**src/rtl/arb_pkg.sv**
```systemverilog
`default_nettype none
// ============================================================================
// Module      : arb_pkg
// Description : Shared constants and FSM state encoding for rr_arbiter4.
// Revision    : 1.0
// ============================================================================
package arb_pkg;

    localparam int N_REQ = 4;
    localparam int ID_W  = 2;

    typedef enum logic [0:0] {
        IDLE  = 1'b0,
        GRANT = 1'b1
    } arb_state_t;

endpackage
`default_nettype wire

```
**src/rtl/pri_enc4.sv**
```systemverilog
`default_nettype none
// ============================================================================
// Module      : pri_enc4
// Description : Combinational 4-to-2 priority encoder, highest set index wins.
// Revision    : 1.0
// ============================================================================
module pri_enc4
    import arb_pkg::*;
(
    input  logic [N_REQ-1:0] x,
    input  logic             en,
    output logic [ID_W-1:0]  y,
    output logic             z
);

    always_comb begin
        y = '0;
        for (int i = 0; i < N_REQ; i++) begin
            if (x[i]) begin
                y = ID_W'(i);
            end
        end
    end

    assign z = en & (|x);

endmodule
`default_nettype wire

```
**src/rtl/rr_arbiter4.sv**
```systemverilog
`default_nettype none
// ============================================================================
// Module      : rr_arbiter4
// Description : Four-requester fixed-priority / round-robin arbiter with a
//               grant hold timeout and registered one-hot grant outputs.
// Revision    : 1.0
// ============================================================================
module rr_arbiter4
    import arb_pkg::*;
#(
    parameter int MAX_HOLD = 8
) (
    input  logic             clk,
    input  logic             rst,
    input  logic             en,
    input  logic             mode,
    input  logic [N_REQ-1:0] req,
    output logic [N_REQ-1:0] gnt,
    output logic [ID_W-1:0]  gnt_id,
    output logic             gnt_valid,
    output logic             timeout
);

    localparam int                   c_hold_w    = (MAX_HOLD < 1) ? 1 : $clog2(MAX_HOLD + 1);
    localparam logic [c_hold_w-1:0]  c_hold_last = c_hold_w'((MAX_HOLD > 0) ? MAX_HOLD - 1 : 0);
    localparam logic [c_hold_w-1:0]  c_hold_one  = c_hold_w'(1);
    localparam logic [N_REQ-1:0]     c_one_hot0  = N_REQ'(1);

    arb_state_t          r_state;
    logic [ID_W-1:0]     r_ptr;
    logic [c_hold_w-1:0] r_hold;
    logic [N_REQ-1:0]    r_skip;

    logic [N_REQ-1:0]    w_cand;
    logic [2*N_REQ-1:0]  w_dbl;
    logic [N_REQ-1:0]    w_enc_in;
    logic [ID_W-1:0]     w_enc_y;
    logic                w_enc_z;
    logic [ID_W-1:0]     w_winner;
    logic                w_owner_req;
    logic                w_hold_expired;

    assign w_cand = req & ~r_skip;

    // r_ptr holds the last winner: rotating right by it puts r_ptr-1 on top
    // of the encoder and the last winner itself at the bottom.
    assign w_dbl    = {w_cand, w_cand} >> r_ptr;
    assign w_enc_in = mode ? w_dbl[N_REQ-1:0] : w_cand;

    pri_enc4 u_enc (
        .x  (w_enc_in),
        .en (en),
        .y  (w_enc_y),
        .z  (w_enc_z)
    );

    assign w_winner       = mode ? (w_enc_y + r_ptr) : w_enc_y;
    assign w_owner_req    = req[gnt_id];
    assign w_hold_expired = (MAX_HOLD != 0) && (r_hold == c_hold_last);

    always_ff @(posedge clk or posedge rst) begin
        if (rst) begin
            r_state   <= IDLE;
            r_ptr     <= '0;
            r_hold    <= '0;
            r_skip    <= '0;
            gnt       <= '0;
            gnt_id    <= '0;
            gnt_valid <= 1'b0;
            timeout   <= 1'b0;
        end else begin
            timeout <= 1'b0;
            case (r_state)
                IDLE: begin
                    r_skip <= '0;
                    r_hold <= '0;
                    if (w_enc_z) begin
                        gnt       <= c_one_hot0 << w_winner;
                        gnt_id    <= w_winner;
                        gnt_valid <= 1'b1;
                        r_ptr     <= w_winner;
                        r_state   <= GRANT;
                    end
                end
                GRANT: begin
                    // A release on the expiry edge takes precedence over the timeout.
                    if (!w_owner_req) begin
                        gnt       <= '0;
                        gnt_valid <= 1'b0;
                        r_hold    <= '0;
                        r_state   <= IDLE;
                    end else if (w_hold_expired) begin
                        gnt            <= '0;
                        gnt_valid      <= 1'b0;
                        r_hold         <= '0;
                        timeout        <= 1'b1;
                        r_skip[gnt_id] <= 1'b1;
                        r_state        <= IDLE;
                    end else begin
                        r_hold <= r_hold + c_hold_one;
                    end
                end
                default: r_state <= IDLE;
            endcase
        end
    end

endmodule
`default_nettype wire

```
**config.mk**
```make
export PLATFORM = sky130hd
export DESIGN_NAME = rr_arbiter4
export DESIGN_NICKNAME = d
export VERILOG_FILES = /design/src/rtl/arb_pkg.sv /design/src/rtl/pri_enc4.sv /design/src/rtl/rr_arbiter4.sv
export SDC_FILE = /design/constraint.sdc
export NUM_CORES = 1
export LEC_CHECK = 0
export ABC_AREA = 1
export CORE_ASPECT_RATIO = 2
export CORE_UTILIZATION = 40
export CTS_CLUSTER_DIAMETER = 80
export DETAILED_ROUTE_END_ITERATION = 7
export PLACE_DENSITY_LB_ADDON = 0.25
export SYNTH_ARGS = -nofsm -noshare
export SYNTH_HDL_FRONTEND = slang
export SYNTH_SLANG_ARGS = --single-unit
```
**constraint.sdc**
```tcl
create_clock -name clk -period 4.2 [get_ports clk]
set_input_delay 0.84 -clock clk [delete_from_list [all_inputs] [get_ports clk]]
set_output_delay 0.84 -clock clk [all_outputs]
set_load 0.1 [all_outputs]
```
Word-level counts from Yosys, hierarchy flattened
Index checks and enable logic that the tools add are counted.
{"block": "op_classes", "n_addsub": 2, "n_lt_le_gt_ge": 2, "n_eq_ne": 5, "shifts": 2, "muxes": 30, "bitwise_logic": 5, "reduce_logical": 5}
{"op": "$mux W4", "count": 8}
{"op": "$pmux W4 S2", "count": 3}
{"op": "$mux W1", "count": 12}
{"op": "$shr A8 B2 Y4", "count": 1}
{"op": "$mux W2", "count": 3}
{"op": "$ne A2 B1 Y1 const B", "count": 3}
{"op": "$reduce_and A2 Y1", "count": 3}
{"op": "$add A4 B1 Y4 const B", "count": 1}
{"op": "$and A4 B4 Y4", "count": 1}
{"op": "$eq A4 B3 Y1 const B", "count": 1}
{"op": "$not A4 Y4", "count": 1}
{"op": "$or A4 B4 Y4", "count": 1}
{"op": "$pmux W1 S2", "count": 2}
{"op": "$reduce_or A4 Y1", "count": 1}
{"op": "$shl A1 B2 Y4 const A", "count": 1}
{"op": "$lt A2 B3 Y1 const B", "count": 1}
{"op": "$ne A3 B2 Y1 const B", "count": 1}
{"op": "$add A2 B2 Y2", "count": 1}
{"op": "$bmux W1 S2", "count": 1}
{"op": "$demux W1 S2", "count": 1}
{"op": "$ge A2 B1 Y1 const B", "count": 1}
{"op": "$and A1 B1 Y1", "count": 1}
{"op": "$logic_and A1 B1 Y1", "count": 1}
{"op": "$not A1 Y1", "count": 1}
{"block": "word_totals", "ff_bits": 17, "elab_cells": 58}

Logic depth before layout (Yosys ltp)
Gate-level depths: netlist of run 1.
{"block": "logic_depth", "ltp_word": 12, "ltp_mapped": 20, "depth_no_buf": 19}

Hierarchy
From an unflattened synthesis of run 1, not the netlist that was laid out.
{"block": "unflattened", "hier_cells": 146, "hier_area_um2": 1081.0}
{"mod": "rr_arbiter4", "instances": 1, "cells_per_inst": 138, "area_per_inst_um2": 1042.2, "seq_area_each_um2": 425.4}
{"mod": "pri_enc4", "instances": 1, "cells_per_inst": 8, "area_per_inst_um2": 38.8, "seq_area_each_um2": 0.0}

Least setup slack after synthesis of run 1
OpenSTA, ideal clock, no wires.
{"block": "synth_path", "path_kind": "reg-to-reg", "start": "register r_ptr[0]", "end": "register gnt[1]", "setup_ps": 122, "arrival_ps": 2366, "slack_ps": 1712, "path_stages_with_launch": 20, "n_path_buf": 1, "cell_sequence": "dfrtp_1 > buf_6 > nand3_1 > nand3_2 > nand2_1 > nand2_1 > nand2_1 > nand2_1 > nand2_2 > ha_1 > nand2_1 > nand2_1 > nor2_1 > inv_1 > nand2_2 > nand2_2 > inv_2 > nor2_2 > nand2_1 > nand2_1"}
{"block": "synth_via", "elab_chain_cells": 10, "word_cells_on_any_way": 18}
{"item": "start, declared", "line": "rr_arbiter4.sv:30", "source": "logic [ID_W-1:0] r_ptr;"}
{"item": "start signal, assigned", "line": "rr_arbiter4.sv:81", "source": "r_ptr <= w_winner;"}
{"item": "$shr A8 B2 Y4", "line": "rr_arbiter4.sv:47", "source": "assign w_dbl = {w_cand, w_cand} >> r_ptr;"}
{"item": "$mux W4", "line": "rr_arbiter4.sv:48", "source": "assign w_enc_in = mode ? w_dbl[N_REQ-1:0] : w_cand;"}
{"item": "$mux W1", "line": "pri_enc4.sv:19", "source": "if (x[i]) begin"}
{"item": "$mux W2 (2 in series)", "line": "pri_enc4.sv:19"}
{"item": "$add A2 B2 Y2", "line": "rr_arbiter4.sv:57", "source": "assign w_winner = mode ? (w_enc_y + r_ptr) : w_enc_y;"}
{"item": "$mux W2", "line": "rr_arbiter4.sv:57"}
{"item": "$shl A1 B2 Y4", "line": "rr_arbiter4.sv:78", "source": "gnt <= c_one_hot0 << w_winner;"}
{"item": "$mux W4", "line": "rr_arbiter4.sv:77", "source": "if (w_enc_z) begin"}
{"item": "$pmux W4 S2", "line": "rr_arbiter4.sv:73", "source": "case (r_state)"}
{"item": "end signal, assigned", "line": "rr_arbiter4.sv:78"}
{"item": "end, declared", "line": "rr_arbiter4.sv:18", "source": "output logic [N_REQ-1:0] gnt,"}
Parallel ways exist; a longest one is shown, timed or not. The select of a mux whose other input is x is not followed.
A chain may end at the register's enable or synchronous reset.

==> results of run 1 <==
[layout make-up]
cell class                      count  area, µm²
Fill cell                         256       1250
Sequential cell                    17        425
Clock buffer                        4       45.0
Multi-Input combinational cell    102        564
Inverter                           15       63.8
Timing Repair Buffer               15        150
Tap cell                           28       35.0
[state kept, by name, summed over array words and instances, names as in the netlist]
| signal | cells |
|---|---|
| r_ptr | 2 |
| r_state | 1 |
| gnt | 4 |
| r_hold | 4 |
| gnt_valid | 1 |
| r_skip | 4 |
| timeout | 1 |
[metrics by stage]
| step | hold slack (ns) | instance area [µm²] |
|---|---|---|
| floorplan | 0.433 | 1080 |
| global placement | 0.449 | 1240 |
| detailed placement | 0.462 | 1240 |
| CTS | 0.470 | 1280 |
| global route | 0.489 | 1280 |
| finish | 0.467 | 1280 |
[power breakdown]
group / internal [W] / total [W] / leakage [nW] / switching [W]
Combinational: 0.000158 / 0.000599 / 0.372 / 0.000441
Sequential: 0.000206 / 0.000259 / 0.225 / 0.0000537
Clock: 0.0000671 / 0.000116 / 0.0228 / 0.0000485
Total: 0.000430 / 0.000973 / 0.620 / 0.000543
[routing by layer]
layer	up-vias	GRT usage	wire, µm
met2	33	0.306	1160
met1	430	0.203	882
met3	8	0.00875	83
met4	0	0.119	97
met5	-	0	0
li1	476	-	-
[kinds of logic after synthesis]
kind of cell               Yosys count
AOI/OAI and AO/OA                   11
buffers and inverters               18
and+or+nand+nor                     87
xor gates and xnor gates             2
DFF                                 17
adders and majority gates            2
[Yosys cell counts, drive strengths merged]
| master | count | area share |
|---|---|---|
| nand2 | 45 | 0.18 |
| nand3 | 29 | 0.17 |
| dfrtp | 17 | 0.39 |
| inv | 15 | 0.059 |
| nor2 | 12 | 0.060 |
| o21ai | 5 | 0.023 |
| a21oi | 4 | 0.019 |
| buf | 3 | 0.022 |
| ha | 2 | 0.023 |
| nand3b | 1 | 0.0070 |
| o2111ai | 1 | 0.0081 |
| o32ai | 1 | 0.0081 |
| xnor2 | 1 | 0.0081 |
| xor2 | 1 | 0.0081 |
[layout by cell type (no fill, tap or decap), drive strengths merged, types with 2 or more instances in the layout]
cell type      instances
nand2                 45
nand3                 29
dfrtp                 17
clkdlybuf4s50         15
inv                   15
nor2                  12
o21ai                  5
a21oi                  4
clkbuf                 4
ha                     2
[path summary, 6_finish.rpt]
| kind | start | end | cells past startpoint |
|---|---|---|---|
| max in group asynchronous | rst | r_skip[1]$_DFFE_PP0P_ | 2 |
| max | r_ptr[1]$_DFFE_PP0P_ | gnt_id[1] | 1 |
| min | r_hold[0]$_DFF_PP0_ | r_hold[0]$_DFF_PP0_ | 1 |
| max reg2reg | r_ptr[0]$_DFFE_PP0P_ | gnt[1]$_DFFE_PP0P_ | 17 |
| min in group asynchronous | rst | gnt_valid$_DFFE_PP0P_ | 2 |
| min reg2reg | r_hold[0]$_DFF_PP0_ | r_hold[0]$_DFF_PP0_ | 1 |
==> results by group, run 1 <==
Timing
  – RSZ-0062 raised after global routing: no
  – Crit path time final: 2.91 ns
  – Setup TNS: 0 ns
  – FMAX: 343 MHz
  – Worst-margin pin slew: 0.966 ns
  – Slew Viols, Final: 0
  – Final worst slack: 1.29 ns
  – Final hold vios: 0
  – Setup violators final: 0
  – Clk_skew: 0.00313 ns
  – Final cycle utilization of the critical path: 0.694
  – Slew margin rel.: 0.354

Synthesis
  – Syn_area_per_cell: 7.86 µm²
  – Mux share of post-synthesis cell area: 0
  – Post-synth cell types: 25
  – Synth Area in XOR/XNOR: 0.0163
  – Main combinational cell family by area after synthesis: simple AND/OR/NAND/NOR gates
  – Synth Area in Compound Gates: 0.0581
  – Syn Std Cell Area: 1080 µm²
  – Ys Warns: 0
  – Sequential share of the synthesized area: 0.395
  – Yosys reg bits: 17
  – Synth Net Count: 147
  – Synth Instances: 137
  – Synth Area in Adders: 0.0232
  – Simple-Gate Fraction of Synth Area: 0.426

Placed design
  – RePlAce Congestion: 0.796
  – Placed cells: 177
  – Hpwl dp: 1760 µm
  – Pre-CTS WS: 1.24 ns
  – Port Buf Inserts: 15

Cells and area
  – Fin cells: 181
  – Fin util: 0.506
  – Area Overhead vs Synth: 19.2%
  – Final #Nets: 164
  – ANT cells: 0
  – Share of cells above drive strength 1: 0.176

Global routing
  – Vias in the first global route: 869
  – Largest net degree at the start of global routing: 18
  – First-pass GRT wire length: 3660 µm
  – GRT Overall Usage: 0.178
  – Initial antenna violation count: 0
  – Grt total ovfl: 0

Pwr
  – Total power: 0.000973 W
  – Highest ir drop seen on vdd: 0.504 mV
  – Leak pwr: 0.620 nW
  – Pwr Density: 758 nW/µm²

Setup path
  – Buf/Inv on CP: 1
  – Crit Path Category: reg -> out
  – Required @ worst endpoint: 3.36 ns
  – Max incr delay on CP: 1.22 ns
  – Crit start category: flip-flop
  – Largest delay share family, worst path: buffers and inverters
  – Reg2Reg Setup Slack: 1.97 ns
  – Critical Path End Type: output pin
  – CP max stage cell: clkdlybuf4s50_1
  – Crit-path max FO: 10
  – Crit path DAT: 2.07 ns
  – Cell chain of the critical path: clkdlybuf4s50_1

Floorplan
  – I/O Pins: 16
  – Die Area: 2920 µm²
  – Horiz. Die Dim: 38.7 µm
  – Die H: 75.4 µm
  – Std-Cell Rows: 26
  – Initial Utilization: 0.425
  – Core ar.: 2540 µm²

Clock tree
  – Clk_lat worst skew: 0.24 ns
  – TritonCTS clock tree: built
  – Worst-path clk slew: 0.06 ns
  – Root Driver: clkbuf_8
  – CTS Hold Buffers Added: 0
  – CTS Buf Count: 3
  – Longest Clk Path Bufs: 2
  – Postcts setup bufs: 0
  – Max H-tree Level: 1
  – Post-CTS Resized: 0
  – Sink Count: 17

Detailed routing
  – Routed via count: 947
  – DR iter-0 viols: 30
  – WL final: 2230 µm
  – ANT nets after route: 0
  – Number of remaining DRC errors: 0
  – Per-cell routed wire length: 12.3 µm
  – Drt first pass iters: 4
  – Vias per cell: 5.23

Outcome
  – Status: finished, final reports clean

Flow run
  – Max Cap Viol: 0

Worst hold path
  – Worst hold path type: reg -> reg
(Power assumes the default switching activity.)
==> run 2: changes to the inputs <==
clock period = 3 ns   (was 4.2 ns; I/O delays follow)
==> results by group, run 2 (synthesized netlist as in run 1, its figures left out) <==
Pwr
  – Switching share of power: 0.567
  – Leak pwr: 0.636 nW
  – Int Power: 0.000589 W
  – Highest ir drop seen on vdd: 0.832 mV
  – Power share of the sequential group: 0.268
  – Total power: 0.00136 W
  – Clock power share: 0.123
  – Comb pwr share: 0.608
  – Pwr Density: 1070 nW/µm²
  – NetSw: 0.000772 W

Timing
  – Final hold vios: 0
  – Worst hold margin: 0.476 ns
  – Worst-margin pin slew: 0.645 ns
  – Setup TNS: 0 ns
  – Slew margin rel.: 0.570
  – Setup violators final: 0
  – Crit path time final: 2.43 ns
  – Clk_skew: 0.000673 ns
  – Slew Viols, Final: 0
  – RSZ-0062 raised after global routing: no
  – FMAX: 412 MHz
  – Final cycle utilization of the critical path: 0.809

Cells and area
  – Area Overhead vs Synth: 18.0%
  – Share of cells above drive strength 1: 0.234
  – Commonest cells after routing, fill and taps aside: nand2_1, nand3_1, dfrtp_1, inv_1
  – Largest regs: gnt (4), r_hold (4), r_skip (4)
  – Fin util: 0.501
  – Final #Nets: 165
  – ANT cells: 0
  – Number of fill cells in the layout: 267
  – Commonest non-fill, non-tap cell in the layout: nand2_1

Global routing
  – Largest net degree at the start of global routing: 18
  – Vias in the first global route: 923
  – Grt total ovfl: 0
  – Initial antenna violation count: 0
  – First-pass GRT wire length: 3840 µm
  – GRT Overall Usage: 0.187

Setup path
  – Reg2reg start: r_ptr[0]$_DFFE_PP0P_
  – Crit-path max FO: 4
  – Required @ worst endpoint: 3.19 ns
  – Critical Path End Type: flip-flop
  – Reg2Reg Setup Slack: 0.82 ns
  – Worst R2R Path Depth: 17
  – Crit Path Category: in -> reg
  – Crit start category: input port
  – Crit path DAT: 2.62 ns
  – Worst R2R End: gnt[1]$_DFFE_PP0P_

Detailed routing
  – Per-cell routed wire length: 12.7 µm
  – Drt first pass iters: 4
  – Vias per cell: 5.19
  – DR iter-0 viols: 27
  – WL final: 2310 µm
  – Number of remaining DRC errors: 0
  – ANT nets after route: 0
  – Routed via count: 945

Placed design
  – Hpwl dp: 1810 µm
  – RePlAce Congestion: 0.775
  – Port Buf Inserts: 15

Clock tree
  – Sink Count: 17
  – Max H-tree Level: 1
  – Root Driver: clkbuf_8
  – Post-CTS Resized: 0
  – CTS Buf Count: 3
  – Worst-path clk slew: 0.06 ns
  – TritonCTS clock tree: built
  – CTS Hold Buffers Added: 0
  – Longest Clk Path Bufs: 2
  – Clk_lat worst skew: 0.25 ns
  – Postcts setup bufs: 0

Floorplan
  – Core ar.: 2540 µm²
  – Die H: 75.4 µm
  – Initial Utilization: 0.425
  – Horiz. Die Dim: 38.7 µm
  – I/O Pins: 16
  – Std-Cell Rows: 26
  – Die Area: 2920 µm²

Worst hold path
  – Worst hold path type: reg -> reg
  – Hold Path End: gnt[3]$_DFFE_PP0P_
  – Hold wc startpoint: gnt[3]$_DFFE_PP0P_
  – Hold Path Stages: 2

Outcome
  – Status: finished, final reports clean

Flow run
  – Max Cap Viol: 0
[run 2: cell count changes in the layout (fill, tap and decap cells not counted), sizes merged]
cell	change
clkdlybuf4s50	-8
buf	+9
[run 2: final cells by class]
type | count | area (µm²) | area share
Timing Repair Buffer | 16 | 138 | 0.108
Tap cell | 28 | 35.0 | 0.0276
Sequential cell | 17 | 425 | 0.335
Multi-Input combinational cell | 102 | 564 | 0.444
Inverter | 15 | 63.8 | 0.0502
Clock buffer | 4 | 45.0 | 0.0354
[run 2: worst max path at each step]
stage	cells past startpoint	from	slack [ns]	end
6_report	18	req[3]	0.57	gnt[1]$_DFFE_PP0P_
5_1_grt	18	req[3]	0.31	gnt[1]$_DFFE_PP0P_
4_1_cts	18	req[1]	0.59	gnt[1]$_DFFE_PP0P_
3_5_place_dp	19	req[3]	0.33	gnt[1]$_DFFE_PP0P_
3_3_place_gp	19	req[1]	0.40	gnt[1]$_DFFE_PP0P_
2_1_floorplan	19	r_ptr[0]$_DFFE_PP0P_	0.51	gnt[1]$_DFFE_PP0P_
[run 2: stage by stage]
step | cells | area (µm²) | setup slack, ns
global placement | 178 | 1230 | 0.398
detailed placement | 178 | 1230 | 0.328
floorplan | 137 | 1080 | 0.512
CTS | 182 | 1270 | 0.587
global route | 182 | 1270 | 0.306
finish | 182 | 1270 | 0.574
[run 2: worst max-delay path, stage by stage]
cell and delay, ns:
clkdlybuf4s50_1 0.55, nand3_1 0.14, nand3_1 0.14, nand2_1 0.06, nand2_1 0.05, nand2_1 0.06
nand2_1 0.08, nand2_2 0.06, ha_1 0.19, nand2_1 0.07, nand2_1 0.06, nor2_1 0.12
nand2_1 0.08, nand2_2 0.09, inv_2 0.05, nor2_2 0.11, nand2_1 0.06, nand2_1 0.06
[run 2: power groups by stage]
stage | clock (W) | sequential [W] | combinational, W
finish | 0.000168 | 0.000365 | 0.000828
detailed placement | 0 | 0.000369 | 0.000831
global placement | 0 | 0.000365 | 0.000816
CTS | 0.000174 | 0.000365 | 0.000833
global route | 0.000183 | 0.000374 | 0.000895
floorplan | 0 | 0.000638 | 0.000405
[run 2: routing by layer]
metal | wire (µm) | up-vias | global-route usage
met2 | 1240 | 18 | 0.335
met5 | 0 | - | 0
met3 | 34 | 7 | 0.00292
li1 | - | 479 | -
met1 | 949 | 441 | 0.201
met4 | 82 | 0 | 0.126
